$ cat src/rtl/fan_pkg.sv
// Shared level constants and FSM encoding for the fan speed scheduler.
package fan_pkg;

    localparam logic [1:0] LVL_MIN = 2'b00;
    localparam logic [1:0] LVL_LO  = 2'b01;
    localparam logic [1:0] LVL_HI  = 2'b10;
    localparam logic [1:0] LVL_MAX = 2'b11;

    typedef enum logic [1:0] {
        ST_OFF    = 2'b00,
        ST_STABLE = 2'b01,
        ST_DWELL  = 2'b10
    } fan_state_t;

endpackage

$ cat src/rtl/fan_speed_sched_dwell_timer.sv
// Dwell down-counter: load wins over tick, counting stops at zero.
module dwell_timer #(
    parameter int DW = 26
) (
    input  logic          clk,
    input  logic          reset,
    input  logic          load,
    input  logic [DW-1:0] load_val,
    input  logic          tick,
    output logic          zero
);

    logic [DW-1:0] count;

    // Reload or count down toward the terminal count.
    always_ff @(posedge clk or negedge reset) begin
        if (!reset) begin
            count <= '0;
        end else if (load) begin
            count <= load_val;
        end else if (tick && (count != '0)) begin
            count <= count - 1'b1;
        end
    end

    assign zero = (count == '0);

endmodule

$ cat src/rtl/fan_speed_sched.sv
// Temperature-driven fan speed scheduler with hysteresis, single-level
// stepping and a minimum dwell per level.
//
//  state  | meaning
//  -------+----------------------------------------------------------
//  OFF    | disabled, giro held at 00, dwell cleared
//  STABLE | dwell expired, giro steps toward target when they differ
//  DWELL  | holding the current level until the dwell counter hits 0
module fan_speed_sched
    import fan_pkg::*;
#(
    parameter logic [7:0] T1           = 8'd20,
    parameter logic [7:0] T2           = 8'd25,
    parameter logic [7:0] T3           = 8'd30,
    parameter logic [7:0] HYST         = 8'd2,
    parameter int         DWELL_CYCLES = 50_000_000,
    parameter int         DW           = 26
) (
    input  logic       clk,
    input  logic       reset,
    input  logic       enable,
    input  logic [7:0] temp,
    input  logic       temp_valid,
    input  logic       manual,
    input  logic [1:0] man_level,
    output logic [1:0] giro,
    output logic       busy,
    output logic       level_chg
);

    // Lower (falling-edge) thresholds; HYST <= T1 keeps these from wrapping.
    localparam logic [7:0] T1_DN = T1 - HYST;
    localparam logic [7:0] T2_DN = T2 - HYST;
    localparam logic [7:0] T3_DN = T3 - HYST;
    localparam logic [DW-1:0] DWELL_LOAD = DW'(DWELL_CYCLES - 1);

    fan_state_t    state, state_nxt;
    logic [1:0]    target;
    logic [1:0]    auto_target;
    logic [1:0]    giro_nxt;
    logic          chg_nxt;
    logic          tmr_load;
    logic [DW-1:0] tmr_val;
    logic          tmr_tick;
    logic          tmr_zero;
    logic          h1, h2, h3;

    // Hysteretic level decode: a level already reached stays until temp
    // falls HYST below its threshold.
    always_comb begin
        h1 = (temp >= T1) || ((target >= LVL_LO)  && (temp >= T1_DN));
        h2 = (temp >= T2) || ((target >= LVL_HI)  && (temp >= T2_DN));
        h3 = (temp >= T3) || ((target >= LVL_MAX) && (temp >= T3_DN));
        auto_target = {1'b0, h1} + {1'b0, h2} + {1'b0, h3};
    end

    // Target register: manual level every cycle, else auto level on a valid sample.
    always_ff @(posedge clk or negedge reset) begin
        if (!reset) begin
            target <= LVL_MIN;
        end else if (manual) begin
            target <= man_level;
        end else if (temp_valid) begin
            target <= auto_target;
        end
    end

    // Next-state, next-level and timer control; enable=0 overrides everything.
    always_comb begin
        state_nxt = state;
        giro_nxt  = giro;
        chg_nxt   = 1'b0;
        tmr_load  = 1'b0;
        tmr_val   = DWELL_LOAD;
        tmr_tick  = 1'b0;
        if (!enable) begin
            state_nxt = ST_OFF;
            giro_nxt  = LVL_MIN;
            chg_nxt   = (giro != LVL_MIN);
            tmr_load  = 1'b1;
            tmr_val   = '0;
        end else begin
            unique case (state)
                ST_OFF: begin
                    state_nxt = ST_DWELL;
                    tmr_load  = 1'b1;
                end
                ST_STABLE: begin
                    if (target != giro) begin
                        giro_nxt  = (target > giro) ? giro + 2'd1 : giro - 2'd1;
                        chg_nxt   = 1'b1;
                        tmr_load  = 1'b1;
                        state_nxt = ST_DWELL;
                    end
                end
                ST_DWELL: begin
                    tmr_tick = 1'b1;
                    if (tmr_zero) begin
                        state_nxt = ST_STABLE;
                    end
                end
                default: begin
                    state_nxt = ST_OFF;
                    giro_nxt  = LVL_MIN;
                end
            endcase
        end
    end

    // FSM state and registered outputs.
    always_ff @(posedge clk or negedge reset) begin
        if (!reset) begin
            state     <= ST_OFF;
            giro      <= LVL_MIN;
            level_chg <= 1'b0;
        end else begin
            state     <= state_nxt;
            giro      <= giro_nxt;
            level_chg <= chg_nxt;
        end
    end

    assign busy = (state == ST_DWELL) || ((state == ST_STABLE) && (target != giro));

    dwell_timer #(
        .DW(DW)
    ) u_dwell_timer (
        .clk      (clk),
        .reset    (reset),
        .load     (tmr_load),
        .load_val (tmr_val),
        .tick     (tmr_tick),
        .zero     (tmr_zero)
    );

endmodule
$ cat config.mk
export PLATFORM = sky130hd
export DESIGN_NAME = fan_speed_sched
export DESIGN_NICKNAME = d
export VERILOG_FILES = /design/src/rtl/fan_pkg.sv /design/src/rtl/fan_speed_sched_dwell_timer.sv /design/src/rtl/fan_speed_sched.sv
export SDC_FILE = /design/constraint.sdc
export NUM_CORES = 1
export LEC_CHECK = 0
export ABC_CLOCK_PERIOD_IN_PS = 3820
export CORE_UTILIZATION = 40
export DETAILED_ROUTE_END_ITERATION = 16
export PLACE_DENSITY = 0.57
export SLEW_MARGIN = 40
export SYNTH_ARGS = -nofsm -noshare
export SYNTH_HDL_FRONTEND = slang
export SYNTH_SLANG_ARGS = --single-unit
$ cat constraint.sdc
create_clock -name clk -period 3.82 [get_ports clk]
set_input_delay 0.764 -clock clk [delete_from_list [all_inputs] [get_ports clk]]
set_output_delay 0.764 -clock clk [all_outputs]
set_load 0.02 [all_outputs]
### Word level (Yosys, flattened, before mapping)

Index checks and enable logic that the tools add are counted.

* latch bits: 0
* input port bits: 15
* memory bits (read-only): 0
* output and inout bits: 4
* memories: 0
* memory bits (writable): 0
* word-level logic and storage cells: 64
* bits in registers: 33

* bitwise operators: 0
* reductions and logical operators: 18
* order comparisons: 10
* muxes and demuxes: 20
* shift operators: 0
* equality and inequality tests: 6
* add/sub/neg operators: 5
* div/mod/pow operators: 0
* multiply operators: 0

Operator list (number)
* $mux 26: 3
* $ge 8x5->1 const B: 6
* $logic_not 26->1: 1
* $reduce_bool 26->1: 1
* $sub 26x1->26 const B: 1
* $mux 2: 8
* $mux 1: 6
* $ne 3x3->1 const B: 2
* $pmux 2 s3: 1
* $reduce_bool 2->1: 3
* $logic_and 1x1->1: 5
* $ge 2x2->1 const B: 2
* $logic_or 1x1->1: 4
* $pmux 2 s2: 1
* $reduce_and 2->1: 2
* $add 1x1->2: 1
* $add 2x1->2: 1
* $add 2x1->2 const B: 1
* $eq 2x1->1 const B: 1
* $eq 2x2->1 const B: 1
* $ge 2x1->1 const B: 1
* $gt 2x2->1: 1
* $logic_not 2->1: 1
* $ne 2x2->1: 1
* other kinds (4): 4

### Logic depth before layout (Yosys ltp)

* word-level depth: 7
* mapped depth: 8
* gate-level depth less buffers: 7

### Cells and area by module

Synthesis repeated with hierarchy kept, for this count alone.

* cell total of the unflattened synthesis: 236
* area, all modules: 2165.8 um^2

By module, submodules not included
* dwell_timer: cells an instance 172, times used 1, seq. area each 650.6 um^2, area an instance 1634.1 um^2
* fan_speed_sched: cells an instance 64, times used 1, seq. area each 175.2 um^2, area an instance 531.8 um^2

### Worst setup path before layout

Ideal clock, no wire load.

* kind: input port to flip-flop
* start: input port enable
* end: register u_dwell_timer.count[12]
* slack: 1625 ps
* stages: 5
* arrival: 2113 ps
* path through: nor4bb_1 -> nand2_1 -> a211o_1 -> or3_2 -> a31oi_1

* longest elaborated chain between the ends: 3
* elaborated cells on any way between the ends: 6

Ends and longest elaborated chain
* start, declared: line fan_speed_sched.sv:21 `input logic enable,`
* $mux 1: line fan_speed_sched.sv:76 `if (!enable) begin`
* $logic_and 1x1->1: line fan_speed_sched_dwell_timer.sv:21 `end else if (tick && (count != '0)) begin`
* $reduce_bool 2->1 (no line)
* end signal, assigned: line fan_speed_sched_dwell_timer.sv:20 `count <= load_val;`
* end signal, assigned: line fan_speed_sched_dwell_timer.sv:22 `count <= count - 1'b1;`
* end, declared: line fan_speed_sched_dwell_timer.sv:13 `logic [DW-1:0] count;`

Several ways; a longest one is shown, not always the timed one.
A chain may end at the register's enable or synchronous reset.

### Worst setup path after layout

* start: register giro[0]
* end: output port busy

* longest elaborated chain between the ends: 3

Ends and longest elaborated chain
* start, declared: line fan_speed_sched.sv:26 `output logic [1:0] giro,`
* start signal, assigned: line fan_speed_sched.sv:118 `giro <= giro_nxt;`
* $ne 2x2->1: line fan_speed_sched.sv:123 `assign busy = (state == ST_DWELL) || ((state == ST_STABLE) && (target != giro));`
* $logic_and 1x1->1: line fan_speed_sched.sv:123
* $logic_or 1x1->1: line fan_speed_sched.sv:123
* end, declared: line fan_speed_sched.sv:27 `output logic busy,`

Every way passes these cells.

==> results.tsv <==
stage	metric	value	unit
status	status	finished, final reports clean	
cells_and_area	final instance area	2389	um^2
sta	unrepaired setup endpoints after global routing	no	
placed_design	dpl ws	780.8	ps
floorplanning	Die Y	73.21	um
job	Max Cap Viol	0	
sta	Final Critical Period	2874	ps
logic_synthesis	leading area contributor after synthesis	dfrtp_1	
logic_synthesis	ys async rst share	100.0	%
sta	max_slew headroom	54.56	%
placed_design	HPWL after DPL	3408	um
placed_design	Post-DP Area	2302	um^2
clock_tree	H-tree lvl count	2	
sta	Final setup viols	0	
floorplanning	die area	5359	um^2
clock_tree	clock latency at the later pin of the worst-skew pair	290	ps
cells_and_area	share of post-route cells with drive strength above 1	7.377	%
floorplanning	# IOs	19	
routing	Post-DRT Antenna Nets	0	
sta	Final TNS setup	0	ps
routing	post-route DRC violation count	0	
logic_synthesis	most instantiated library cell after synthesis	dfrtp_1	
sta	final cycle utilization of the critical path	75.23	%
sta	Max Slew Vio Count	0	
routing	drt pass-1 iters	5	
floorplanning	Rows	25	
placed_design	gpl congestion	0.7770	
routing	WL final	4775	um
logic_synthesis	Post-synth EDFFs	0	
clock_tree	Worst-path clk slew	70	ps
sta	final hold violations	0	
cells_and_area	Layout Utilization	49.91	%
sta	Worst-Margin Slew	678.4	ps
global_route	largest net degree at the start of global routing	34	
cells_and_area	area delta synth->final	17.77	%
power	P_sw	0.2405	mW
cells_and_area	ANT cells	0	
power	power share of the clock group	32.7	%
sta	achievable clock frequency	0.3480	GHz
logic_synthesis	Yosys Warn Count	0	
cells_and_area	non-filler instance count after layout	311	
power	switching part of the total	29.29	%
clock_tree	clock root cell	clkbuf_8	
logic_synthesis	Synth Flop Type	dfrtp_1	
global_route	total track usage	19.91	%
setup_path	Crit. End Element	primary output	
power	Reg power frac	48.3	%
logic_synthesis	Post-synth top cells	dfrtp_1 (33), nand2_1 (22), a21oi_1 (15)	
global_route	total grt overflow	0	
routing	DR vias	1802	
hold_path	Hold Crit Class	flop to flop	
clock_tree	clk sinks	33	
global_route	initial antenna violation count	0	
logic_synthesis	synth top area cells	dfrtp_1 (41%), nand2_1 (4.1%), a21oi_1 (3.7%), xnor2_1 (3.0%), o21ai_0 (2.7%)	
sta	Worst Skew	6.275	ps
logic_synthesis	synthesized area	2028	um^2
setup_path	crit-path max FO	9	
setup_path	Worst EP arrival	2110	ps
power	Peak supply drop	170.7	uV
logic_synthesis	flops & latches, synth	33	
clock_tree	CTS tree	built	
global_route	vias in the first global route	1638	
power	Comb pwr share	19.0	%
logic_synthesis	register area share after synthesis	40.72	%
routing	mean routed wirelength per cell	15.35	um
placed_design	I/O Buffers	18	
setup_path	critical path class	flop to primary output	
logic_synthesis	Mapped Cells	220	
setup_path	Startpoint Class	flop	
cells_and_area	nets	264	
placed_design	Placed Cells	304	
setup_path	Req. time, crit path	3060	ps
power	Power Internal	0.5806	mW
routing	initial detailed-routing violation count	114	
power	Leak	0.9089	nW
logic_synthesis	Syn Nets	240	
clock_tree	CTS buffer count	5	
clock_tree	Clock Path Buffers	2	
floorplanning	Initial Util	42.38	%
floorplanning	die width	73.21	um
logic_synthesis	post-synth top area share	40.72	%
clock_tree	hold buffers post-CTS	0	
routing	Vias per Instance	5.794	
clock_tree	postcts setup bufs	0	
global_route	first-pass GRT wire length	7955	um
floorplanning	core area	4786	um^2
logic_synthesis	synthesized area per cell	9.219	um^2
clock_tree	CTS resizes	0	
power	Pwr Density	343.7	nW/um^2
sta	final worst slack	946.2	ps
sta	hold_ws	522.9	ps
power	Design Power	0.8211	mW
logic_synthesis	Cell variety after synth	54	
[state kept, by name, indices dropped and copies added (netlist names)]
register and cells:
u_dwell_timer.count 26, giro 2, state 2, target 2, level_chg 1
[power by group through the flow]
stage	Combinational [mW]	Sequential [mW]	Clock, mW
2_1_floorplan	0.0987	0.397	0
3_3_place_gp	0.155	0.402	0
3_5_place_dp	0.155	0.402	0
4_1_cts	0.156	0.396	0.279
5_1_grt	0.176	0.399	0.291
6_report	0.156	0.397	0.268
[worst paths after layout]
check	from	endpoint	slack, ps	cells after the start
max	giro[0]	busy	950	5
min	u_dwell_timer.count[16]	u_dwell_timer.count[16]	520	1
max reg2reg	u_dwell_timer.count[0]	u_dwell_timer.count[12]	1330	7
min reg2reg	u_dwell_timer.count[16]	u_dwell_timer.count[16]	520	1
max in group asynchronous	reset	u_dwell_timer.count[20]	2620	2
min in group asynchronous	reset	u_dwell_timer.count[23]	880	2
[cell type report]
| type | count | area, um^2 |
|---|---|---|
| Clock buffer | 7 | 86.33 |
| Fill cell | 448 | 2397 |
| Inverter | 8 | 30.03 |
| Multi-Input combinational cell | 174 | 1152 |
| Sequential cell | 33 | 825.8 |
| Tap cell | 67 | 83.83 |
| Timing Repair Buffer | 22 | 210.2 |
[cells in the final DEF, fill, tap and decap left out, types with 3 or more instances in the layout]
master,n
o31ai_1,6
dfrtp_1,33
ha_1,4
nand3_1,6
a31oi_1,7
nor2_1,13
o21ai_0,11
or4_1,3
buf_4,4
a2111oi_0,4
a21oi_1,15
mux2i_1,4
nor2b_1,4
clkbuf_8,6
xnor2_1,7
inv_1,8
and3_1,3
xor2_1,4
nor3_1,10
nand2_1,22
nand2b_1,3
nor4_1,6
clkdlybuf4s50_1,18
[metal layers]
metal | vias to the layer above | part of all wire [%] | global-route usage, %
met1 | 863 | 51 | 28.26
met4 | 0 | 1.9 | 7.625
met3 | 7 | 3.2 | 4.144
li1 | 892 | - | -
met5 | - | 0 | 0
met2 | 40 | 44 | 29.53
[cells by family after synthesis]
family                     synth area share (%)
AOI/OAI and AO/OA                         21.10
xor gates and xnor gates                  4.750
adders and majority gates                 3.455
buffers and inverters                     2.467
DFF                                       40.72
muxes                                     1.974
and+or+nand+nor                           25.54
[critical path, cell delays in order (launching register included)]
cell             delay (ps)
dfrtp_1                 480
ha_1                    390
nand2_1                 150
nand3b_1                110
nand2_1                  90
clkdlybuf4s50_1         610
(Power assumes the default switching activity.)
